===== src/rtl/sw_alloc_out_ctrl.sv =====
// Per-output-port switch allocator: round-robin arbitration over five inputs,
// wormhole grant lock from head to tail, and downstream credit tracking.
module sw_alloc_out_ctrl #(
  parameter int BUF_DEPTH = 4,
  parameter int CW        = 3
) (
  input  logic          clk,
  input  logic          rst_n,
  input  logic [4:0]    req,
  input  logic [7:0]    sel_flit,
  input  logic          credit_in,
  output logic [4:0]    grant,
  output logic [4:0]    pop,
  output logic          flit_valid_out,
  output logic          busy,
  output logic [CW-1:0] credits
);

  typedef enum logic {IDLE, LOCKED} state_t;

  localparam logic [CW-1:0] FULL = CW'(BUF_DEPTH);
  localparam logic [CW-1:0] ONE  = CW'(1);

  state_t     state;
  logic [2:0] ptr;
  logic [4:0] winner;
  logic [2:0] grant_idx;
  logic [2:0] next_ptr;
  logic       xfer;
  logic       is_tail;

  // Circular priority scan starting at ptr; the first requester found wins.
  always_comb begin
    logic       found;
    logic [2:0] idx;
    winner = '0;
    found  = 1'b0;
    idx    = '0;
    for (int j = 0; j < 5; j++) begin
      idx = 3'((int'(ptr) + j) % 5);
      if (!found && req[idx]) begin
        winner[idx] = 1'b1;
        found       = 1'b1;
      end
    end
  end

  always_comb begin
    grant_idx = '0;
    for (int j = 0; j < 5; j++) begin
      if (grant[j]) grant_idx = 3'(j);
    end
  end

  assign next_ptr       = (grant_idx == 3'd4) ? 3'd0 : grant_idx + 3'd1;
  assign is_tail        = (sel_flit[7:6] == 2'b11) || (sel_flit[7:6] == 2'b00);
  assign xfer           = (state == LOCKED) && ((req & grant) != 5'b0) && (credits != '0);
  assign pop            = xfer ? grant : 5'b0;
  assign flit_valid_out = xfer;
  assign busy           = (state == LOCKED);

  // The grant stays locked until the tail flit actually transfers.
  always_ff @(posedge clk or negedge rst_n) begin
    if (!rst_n) begin
      state <= IDLE;
      grant <= '0;
      ptr   <= '0;
    end else begin
      case (state)
        IDLE: begin
          if (req != 5'b0) begin
            grant <= winner;
            state <= LOCKED;
          end
        end
        LOCKED: begin
          if (xfer && is_tail) begin
            grant <= '0;
            state <= IDLE;
            ptr   <= next_ptr;
          end
        end
        default: begin
          state <= IDLE;
          grant <= '0;
        end
      endcase
    end
  end

  // A returned credit and a transfer in the same cycle cancel out.
  always_ff @(posedge clk or negedge rst_n) begin
    if (!rst_n) begin
      credits <= FULL;
    end else if (xfer && !credit_in) begin
      credits <= credits - ONE;
    end else if (credit_in && !xfer && (credits != FULL)) begin
      credits <= credits + ONE;
    end
  end

endmodule

===== config.mk =====
export PLATFORM = sky130hd
export DESIGN_NAME = sw_alloc_out_ctrl
export DESIGN_NICKNAME = d
export VERILOG_FILES = /design/src/rtl/sw_alloc_out_ctrl.sv
export SDC_FILE = /design/constraint.sdc
export NUM_CORES = 1
export LEC_CHECK = 0
export ABC_AREA = 1
export BUFFER_PORTS_ARGS = -buffer_cell sky130_fd_sc_hd__clkbuf_2
export CORE_ASPECT_RATIO = 0.9
export CORE_MARGIN = 4
export CORE_UTILIZATION = 59
export DETAILED_ROUTE_END_ITERATION = 10
export GPL_TIMING_DRIVEN = 0
export PLACE_DENSITY = 0.92
export SYNTH_ARGS = -nofsm -noshare
export SYNTH_HDL_FRONTEND = slang
export SYNTH_SLANG_ARGS = --single-unit

===== constraint.sdc =====
create_clock -name clk -period 4.6 [get_ports clk]
set_clock_uncertainty 0.05 [all_clocks]
set_input_delay 0.92 -clock clk [delete_from_list [all_inputs] [get_ports clk]]
set_output_delay 0.92 -clock clk [all_outputs]
set_load 0.05 [all_outputs]

==> results.sh, run 1 <==
export IMPL_clk_latency_ps=240
export IMPL_synthesis_area_um2=2320
export IMPL_num_antenna_cells=0
export IMPL_cts_hold_fix_buffers=0
export IMPL_htree_levels=1
export IMPL_final_common_cell="nand2_1"
export IMPL_dieArea_um2=5010
export IMPL_power_per_cell_area_nw_per_um2=155
export IMPL_hold_violations=0
export IMPL_boundaryPins=31
export IMPL_layout_nets=456
export IMPL_yosys_register_bits=12
export IMPL_worstHoldPathCells=2
export IMPL_reg2reg_slack_ps=550
export IMPL_drive_gt1_share_pct=18.9
export IMPL_antenna_found_initial=0
export IMPL_yosysWarnings=0
export IMPL_hold_class="flop to flop"
export IMPL_synth_top_cell_area_share_pct=19.1
export IMPL_r2r_end="grant[4]$_DFFE_PN0P_"
export IMPL_drt_pass1_iterations=5
export IMPL_finalSetupTns_ps=0
export IMPL_ff2ff_path_depth=23
export IMPL_setup_viol_count_final=0
export IMPL_cts_tree="built"
export IMPL_num_vias=2504
export IMPL_period_share_pct=88.1
export IMPL_area_delta_synth_final_pct=10.0
export IMPL_grt_pass1_wl_um=9800
export IMPL_grt_overflow=0
export IMPL_yosys_top_cells_area="nand2_1, dfrtp_1, ha_1, inv_1, nand3_1"
export IMPL_p_total_mw=0.397
export IMPL_required_ps=4720
export IMPL_drtAntennaViolNets=0
export IMPL_max_cap_violations=0
export IMPL_start_util_pct=61.8
export IMPL_crit_type="flop to flop"
export IMPL_vdd_ir_drop_max_uv=376
export IMPL_via_per_inst=5.41
export IMPL_final_area_um2=2560
export IMPL_gp_congestion=0.914
export IMPL_fin_cells=463
export IMPL_fmax_mhz=247
export IMPL_fp_dieH_um=67.5
export IMPL_final_cell_mix="nand2_1, inv_1, nor2_1, nand3_1, clkbuf_2"
export IMPL_grt_max_degree=13
export IMPL_rsz0062_at_grt="false"
export IMPL_grt_pass1_vias=2418
export IMPL_ys_async_sr_fraction_pct=100
export IMPL_cp_arrival_ps=4180
export IMPL_period_needed_ps=4050
export IMPL_synthCells=389
export IMPL_worst_setup_path_end_kind="flop"
export IMPL_synth_largest_area_cell="nand2_1"
export IMPL_reg2reg_from="ptr[0]$_DFFE_PN0P_"
export IMPL_place_hpwl_um=4420
export IMPL_cts_setup_buffers=0
export IMPL_p_leak_nw=1.48
export IMPL_drcViolationCount=0
export IMPL_drt_initial_drc_count=173
export IMPL_outcome="complete, no violations"
export IMPL_die_x_um=74.2
export IMPL_grt_use_total_pct=24.1
export IMPL_cp_start_kind="flop"
export IMPL_syn_area_per_cell_um2=5.97
export IMPL_hold_start="grant[0]$_DFFE_PN0P_"
export IMPL_synth_edf_count=0
export IMPL_root_buffer="clkbuf_8"
export IMPL_worstMarginPinSlew_ps=510
export IMPL_rows=21
export IMPL_wl_um=5360
export IMPL_clk_pin_slew_worst_paths_ps=50
export IMPL_port_buffers=24
export IMPL_cts_inserted_buffers=3
export IMPL_wl_per_cell_um=11.6
export IMPL_placed_area_um2=2500
export IMPL_hold_end="grant[0]$_DFFE_PN0P_"
export IMPL_maxSlewViolCount=0
export IMPL_slew_headroom_pct=65.7
export IMPL_fillers=341
export IMPL_cp_max_fo=10
export IMPL_synth_flop_cell="dfrtp_1"
export IMPL_fp_coreArea_um2=3760
export IMPL_dp_cells=459
export IMPL_syn_num_nets=427
export IMPL_seq_area_frac_synth_pct=13.0
export IMPL_cts_resized=0
export IMPL_clock_sinks=12
export IMPL_clock_path_buffers=2
export IMPL_ys_types=38
-- flip-flops by register name, summed over array words and instances (netlist names) --
register and flops:
busy 1, credits 3, grant 5, ptr 3
-- area by class of cell --
type                            instances  area, µm²  share of cell area [%]
Buffer                                  2       15.0                   0.587
Multi-Input combinational cell        311       1760                    69.0
Sequential cell                        12        302                    11.8
Clock buffer                            4       55.1                    2.15
Inverter                               64        243                    9.50
Tap cell                               46       57.6                    2.25
Timing Repair Buffer                   24        120                    4.70
-- worst max-delay path, cell delays in order, from the launching register on --
cell and delay, ps:
dfrtp_1 470, buf_6 190, inv_1 160, ha_1 210, inv_1 80, ha_1 340
inv_1 100, ha_1 180, nor2_1 120, nand2_1 100, nand2_1 80, xor2_1 260
ha_1 230, nand2_1 60, nand2_1 100, nand3_1 160, nand2_2 160, nand2_1 90
o21bai_1 190, a21boi_2 290, nand4_1 120, nand3_1 100, nand2_1 60, nand2_1 70
-- worst max-delay path by stage --
stage | start | endpoint | slack (ps) | cells after the start
2_1_floorplan | ptr[1]$_DFFE_PN0P_ | grant[1]$_DFFE_PN0P_ | 1200 | 22
3_3_place_gp | ptr[0]$_DFFE_PN0P_ | grant[4]$_DFFE_PN0P_ | 740 | 23
3_5_place_dp | ptr[1]$_DFFE_PN0P_ | grant[4]$_DFFE_PN0P_ | 580 | 22
4_1_cts | ptr[1]$_DFFE_PN0P_ | grant[4]$_DFFE_PN0P_ | 560 | 22
5_1_grt | ptr[1]$_DFFE_PN0P_ | grant[4]$_DFFE_PN0P_ | 200 | 25
6_report | ptr[0]$_DFFE_PN0P_ | grant[4]$_DFFE_PN0P_ | 550 | 23
-- through the flow --
step	setup slack, ps	hold slack (ps)	utilization (%)
2_1_floorplan	1200	574	-
3_3_place_gp	738	438	66.6
3_5_place_dp	579	448	66.6
4_1_cts	563	460	68.0
5_1_grt	201	478	68.0
6_report	545	456	68.0
-- kinds of logic after synthesis --
| group | synth area share (%) |
|---|---|
| xor+xnor | 2.96 |
| simple gates | 50.9 |
| compound gates | 9.37 |
| mux | 0.485 |
| fa+ha+maj | 12.2 |
| buf+inv | 11.1 |
| flops | 13.0 |
-- power by group --
group	internal, mW	switching, mW	total [mW]
sequential	0.123	0.0171	0.141
clock	0.0755	0.0374	0.113
combinational	0.0418	0.102	0.144
-- metal layers --
layer	up-vias	part of all wire (%)	global-route usage [%]
met1	1138	46	29.5
li1	1298	-	-
met2	62	50	43.7
met5	-	0	0
met3	6	3.6	2.08
met4	0	0.75	8.60
-- synth_stat cells, drive strengths merged, types with 3 or more instances --
master,number
a21oi,12
dfrtp,11
ha,21
inv,64
nand2,139
nand3,44
nand4,16
nor2,40
nor3,3
o21ai,20
xor2,6
Note: power is estimated with default switching activity, not from simulation.
==> run 2: changes to the inputs <==
Settings changed: CORE_UTILIZATION 59 to 54, PLACE_DENSITY 0.92 to 0.89, SLEW_MARGIN set to 20.
Clock period 4.6 ns to 3.7 ns, I/O delays scaled along.
==> run 2 against run 1 <==
Against the previous run:
- design area increased by 7.6%
- via count rose by 5.8%
- non-clock buffer count increased by 13
- fmax grew 15%
- clock power grew 24%
- register-to-register slack got worse by 360 ps
- total power increased by 25%
- critical endpoint is now grant[1]$_DFFE_PN0P_
- critical path depth is 3 higher
- hold slack worse by 130 ps
- sequential cell count did not move
- highest routed layer unchanged
- combinational power rose by 25%
- final cell count is 3.2% higher
==> results.sh, run 2 (synthesized netlist as in run 1, its figures left out) <==
export IMPL_outcome="complete, no violations"
export IMPL_worstMarginPinSlew_ps=428
export IMPL_cts_tree="built"
export IMPL_final_cell_mix="nand2_1, inv_1, nor2_1"
export IMPL_clock_sinks=12
export IMPL_final_common_cell="nand2_1"
export IMPL_ff2ff_path_depth=26
export IMPL_p_total_mw=0.495
export IMPL_hold_slack_ps=327
export IMPL_dieArea_um2=5420
export IMPL_port_buffers=24
export IMPL_reg2reg_slack_ps=180
export IMPL_maxSlewViolCount=0
export IMPL_die_x_um=77.1
export IMPL_cts_hold_fix_buffers=0
export IMPL_combPwrFrac_pct=36.4
export IMPL_fp_dieH_um=70.2
export IMPL_cts_inserted_buffers=3
export IMPL_slew_headroom_pct=71.2
export IMPL_dp_slack_ps=-283
export IMPL_gp_congestion=0.931
export IMPL_cp_start_kind="flop"
export IMPL_htree_levels=1
export IMPL_fp_coreArea_um2=4130
export IMPL_switching_share_pct=39.4
export IMPL_grt_overflow=0
export IMPL_antenna_found_initial=0
export IMPL_largest_register="grant"
export IMPL_switchingPower_mw=0.195
export IMPL_multi_input_area_um2=1850
export IMPL_area_delta_synth_final_pct=18.4
export IMPL_fillers=364
export IMPL_r2r_end="grant[1]$_DFFE_PN0P_"
export IMPL_setup_viol_count_final=0
export IMPL_period_share_pct=95.0
export IMPL_num_vias=2649
export IMPL_worst_setup_path_end_kind="flop"
export IMPL_place_hpwl_um=4520
export IMPL_hold_violations=0
export IMPL_boundaryPins=31
export IMPL_grt_pass1_vias=2474
export IMPL_grt_max_degree=13
export IMPL_cp_arrival_ps=3650
export IMPL_p_leak_nw=1.54
export IMPL_hold_class="primary input to asynchronous set/reset pin"
export IMPL_largest_reg_flops=5
export IMPL_drtAntennaViolNets=0
export IMPL_drcViolationCount=0
export IMPL_num_antenna_cells=0
export IMPL_wl_per_cell_um=12.5
export IMPL_layout_nets=469
export IMPL_crit_type="flop to flop"
export IMPL_wl_um=5970
export IMPL_fin_ws_ps=183
export IMPL_via_per_inst=5.54
export IMPL_pwr_share_seq_pct=35.3
export IMPL_drive_gt1_share_pct=25.3
export IMPL_clk_latency_ps=240
export IMPL_clock_path_buffers=2
export IMPL_drt_pass1_iterations=5
export IMPL_max_cap_violations=0
export IMPL_root_buffer="clkbuf_8"
export IMPL_cp_max_fo=8
export IMPL_clk_pin_slew_worst_paths_ps=50
export IMPL_vdd_ir_drop_max_uv=465
export IMPL_intPower_mw=0.300
export IMPL_rows=22
export IMPL_power_per_cell_area_nw_per_um2=180
export IMPL_top_regs="grant (5), credits (3), ptr (3)"
export IMPL_fmax_mhz=284
export IMPL_drt_initial_drc_count=205
export IMPL_period_needed_ps=3520
export IMPL_start_util_pct=56.3
export IMPL_grt_use_total_pct=22.2
export IMPL_reg2reg_from="ptr[1]$_DFFE_PN0P_"
export IMPL_required_ps=3830
export IMPL_grt_pass1_wl_um=10400
export IMPL_seq_area_um2=305
export IMPL_p_clk_share_pct=28.3
-- run 2: layout make-up --
| type | count | share of cell area [%] |
|---|---|---|
| Sequential cell | 12 | 11.1 |
| Timing Repair Buffer | 38 | 8.19 |
| Tap cell | 48 | 2.18 |
| Inverter | 64 | 9.19 |
| Clock buffer | 4 | 2.00 |
| Buffer | 1 | 0.136 |
| Multi-Input combinational cell | 311 | 67.2 |
-- run 2: per-stage QoR --
stage          utilization, %  instance area, µm²  cells  setup TNS, ps
2_1_floorplan               -                2320    389              0
4_1_cts                  63.8                2640    470              0
3_3_place_gp             60.6                2500    461           -656
5_1_grt                  66.6                2750    478           -216
6_report                 66.6                2750    478              0
3_5_place_dp             60.6                2500    461          -1350
-- run 2: timing repair --
| item | in CTS | in global routing |
|---|---|---|
| pin swaps | 1 | 14 |
| gates cloned | 0 | 0 |
| endpoints found under the setup margin | 5 | 5 |
| buffers inserted | 5 | 9 |
| resized for setup | 10 | 17 |
| hold endpoints to repair | 0 | 0 |
-- run 2: worst max-delay path, cell delays in order, from the launching register on --
cell      delay (ps)
dfrtp_2          440
clkinv_4         110
ha_4             140
inv_2             50
ha_4             280
inv_2             50
ha_1             170
nor2_1           130
nand2_1          100
nand2_2          120
xor2_4           190
ha_2             210
nand2_1           80
nand2_2          100
nand2_1           90
nand2_2          130
nand2_4           80
nand2_1           60
nand2_1           60
nand2_1           70
nand2_2           50
buf_4            140
a21boi_4         190
nand4_1          140
nand3_1          110
nand2_1           50
nand2_1           60
-- run 2: power groups by stage --
stage	clock, mW	sequential, mW	combinational, mW
global placement	0	0.175	0.171
floorplan	0	0.232	0.0769
detailed placement	0	0.176	0.176
global route	0.149	0.178	0.199
finish	0.140	0.174	0.180
CTS	0.145	0.174	0.179
-- run 2: metal layers --
layer	GRT usage (%)	wire, µm	up-vias
met1	27.6	2620	1208
li1	-	-	1326
met4	7.11	121	0
met2	40.0	2890	95
met3	2.19	337	20
met5	0	0	-
-- run 2: worst max-delay path by stage --
stage	start	cells past startpoint	slack, ps	end
6_report	ptr[1]$_DFFE_PN0P_	26	180	grant[1]$_DFFE_PN0P_
5_1_grt	ptr[1]$_DFFE_PN0P_	26	-50	grant[1]$_DFFE_PN0P_
4_1_cts	ptr[0]$_DFFE_PN0P_	28	10	grant[3]$_DFFE_PN0P_
3_5_place_dp	ptr[1]$_DFFE_PN0P_	22	-280	grant[3]$_DFFE_PN0P_
3_3_place_gp	ptr[1]$_DFFE_PN0P_	25	-140	grant[4]$_DFFE_PN0P_
2_1_floorplan	ptr[1]$_DFFE_PN0P_	22	300	grant[1]$_DFFE_PN0P_
==> run 3: changes to the inputs <==
Settings changed: BUFFER_PORTS_ARGS -buffer_cell sky130_fd_sc_hd__clkbuf_2 to -buffer_cell sky130_fd_sc_hd__buf_2.
==> run 3 against run 2 <==
Against the previous run:
- register-to-register slack got worse by 20 ps
- sequential cell count unchanged
- count of clock-buffer cells in the layout unchanged
- critical path depth decreased by 2
- wire length increased by 1.4%
- largest cell class unchanged
- non-clock buffer count decreased by 3
- final cell count decreased by 0.63%
- clock power about the same
- critical endpoint is now grant[2]$_DFFE_PN0P_
==> results.sh, run 3 (synthesized netlist as in run 1, its figures left out) <==
export IMPL_crit_path_top_delay_cell="dfrtp_2"
export IMPL_fillers=365
export IMPL_largest_register="grant"
export IMPL_layout_nets=466
export IMPL_num_antenna_cells=0
export IMPL_start_util_pct=56.3
export IMPL_wl_um=6050
export IMPL_grt_max_degree=13
export IMPL_max_cap_violations=0
export IMPL_drt_initial_drc_count=286
export IMPL_seq_area_um2=305
export IMPL_period_needed_ps=3530
export IMPL_critPathTopFamily="simple AND/OR/NAND/NOR gates"
export IMPL_boundaryPins=31
export IMPL_cts_inserted_buffers=3
export IMPL_hold_class="primary input to asynchronous set/reset pin"
export IMPL_fp_dieH_um=70.2
export IMPL_path_depth=24
export IMPL_cp_max_fo=8
export IMPL_area_delta_synth_final_pct=18.1
export IMPL_power_per_cell_area_nw_per_um2=182
export IMPL_antenna_found_initial=0
export IMPL_final_area_um2=2750
export IMPL_drtAntennaViolNets=0
export IMPL_port_buffers=24
export IMPL_wl_per_cell_um=12.7
export IMPL_clock_sinks=12
export IMPL_clk_pin_slew_worst_paths_ps=50
export IMPL_fmax_mhz=283
export IMPL_final_cell_mix="nand2_1, inv_1, nor2_1, nand3_1, buf_2"
export IMPL_gp_congestion=0.894
export IMPL_grt_overflow=0
export IMPL_grt_pass1_vias=2359
export IMPL_cp_arrival_ps=3660
export IMPL_multi_input_area_um2=1870
export IMPL_cts_hold_fix_buffers=0
export IMPL_place_hpwl_um=4610
export IMPL_required_ps=3830
export IMPL_outcome="complete, no violations"
export IMPL_maxSlewViolCount=0
export IMPL_final_common_cell="nand2_1"
export IMPL_worst_setup_path_end_kind="flop"
export IMPL_grt_use_total_pct=21.2
export IMPL_critical_path_buf_inv_count=4
export IMPL_p_leak_nw=1.55
export IMPL_slew_headroom_pct=69.6
export IMPL_drcViolationCount=0
export IMPL_num_vias=2637
export IMPL_cp_cell_sequence="inv_4 > ha_4 > inv_2 > ha_4 > inv_2 > ha_1 > nor2_2 > nand2_2 > nand2_2 > xor2_2 > ha_2 > inv_1 > nand2_1 > nand2_2 > nand2_2 > nand2_1 > nand2_4 > nand2_2 > o21bai_4 > a21boi_4 > nand4_1 > nand3_1 > nand2_1 > nand2_1"
export IMPL_worstMarginPinSlew_ps=451
export IMPL_setup_viol_count_final=0
export IMPL_cp_start_kind="flop"
export IMPL_largest_reg_flops=5
export IMPL_drive_gt1_share_pct=26.0
export IMPL_ff2ff_path_depth=24
export IMPL_rows=22
export IMPL_period_share_pct=95.5
export IMPL_die_x_um=77.1
export IMPL_hold_slack_ps=317
export IMPL_root_buffer="clkbuf_8"
export IMPL_cts_tree="built"
export IMPL_grt_pass1_wl_um=9850
export IMPL_crit_type="flop to flop"
export IMPL_clk_latency_ps=240
export IMPL_htree_levels=1
export IMPL_cpPeakStageDelay_ps=450
export IMPL_critical_path_most_common_cell="nand2_2"
export IMPL_dieArea_um2=5420
export IMPL_placed_area_um2=2500
export IMPL_clock_path_buffers=2
export IMPL_drt_pass1_iterations=5
export IMPL_via_per_inst=5.55
export IMPL_top_regs="grant (5), credits (3), ptr (3)"
export IMPL_vdd_ir_drop_max_uv=364
export IMPL_fp_coreArea_um2=4130
export IMPL_hold_violations=0
==> run 3: cell count changes in the layout (fill, tap and decap cells not counted) <==
cell | before | now
nor2_1 | 37 | 36
nand2_4 | 5 | 7
buf_4 | 14 | 11
clkbuf_2 | 24 | 0
buf_2 | 0 | 24
inv_4 | 1 | 2
clkinv_4 | 1 | 0
xor2_4 | 1 | 0
nor2_2 | 1 | 2
xor2_2 | 1 | 2
o21bai_4 | 0 | 1
nand2_2 | 19 | 21
o21bai_2 | 1 | 0
nand2_1 | 115 | 111
==> run 3: final cells by class <==
cell class	count	share of cell area, %
plain buffers	1	0.137
clock buffers	4	2.01
inverters	64	9.12
multi-input cells	311	68.0
flip-flops and latches	12	11.1
well taps	48	2.19
repair buffers	35	7.38
==> run 3: path summary, 6_finish.rpt <==
path                                            from                endpoint  slack, ps
min in group clk                grant[0]$_DFFE_PN0P_    grant[0]$_DFFE_PN0P_        450
worst max-delay path              ptr[1]$_DFFE_PN0P_    grant[2]$_DFFE_PN0P_        170
worst max register to register    ptr[1]$_DFFE_PN0P_    grant[2]$_DFFE_PN0P_        170
worst min-delay path                           rst_n    grant[1]$_DFFE_PN0P_        320
max in group asynchronous                      rst_n  credits[2]$_DFFE_PN1P_       3010
worst min register to register  grant[0]$_DFFE_PN0P_    grant[0]$_DFFE_PN0P_        450
==> run 3: worst reg2reg max path, delay by kind of cell (launching register included) <==
family,cells,cell delay (ps)
compound gates,2,410
flops,1,450
simple gates,13,1210
fa+ha+maj,4,840
xor+xnor,1,210
buf+inv,4,300
==> run 3: timing repair <==
item                                    4_1_cts  5_1_grt
endpoints found under the setup margin        5        5
buffers inserted                              3        8
cloned                                        0        0
resized for setup                            11       21
pin swaps                                     2       14
==> run 3: report_power, final <==
group          internal, mW  total [mW]  switching (mW)
clock                0.0940       0.143          0.0493
sequential            0.153       0.173          0.0200
combinational        0.0523       0.183           0.131
total                 0.300       0.500           0.200
==> run 3: through the flow <==
stage / setup WS (ps) / util (%) / instances / power (mW) / setup TNS (ps)
global route: -84.6 / 66.5 / 475 / 0.525 / -407
CTS: 11.7 / 63.5 / 468 / 0.502 / 0
detailed placement: -286 / 60.6 / 461 / 0.355 / -1390
floorplan: 303 / - / 389 / 0.309 / 0
global placement: -144 / 60.6 / 461 / 0.346 / -685
finish: 168 / 66.5 / 475 / 0.500 / 0
==> run 3: per-layer routing <==
metal	vias up	part of all wire, %	track usage [%]
met1	1192	43	26.9
met3	20	6.4	2.45
met5	-	0	0
met2	100	49	37.6
li1	1325	-	-
met4	0	1.7	6.13
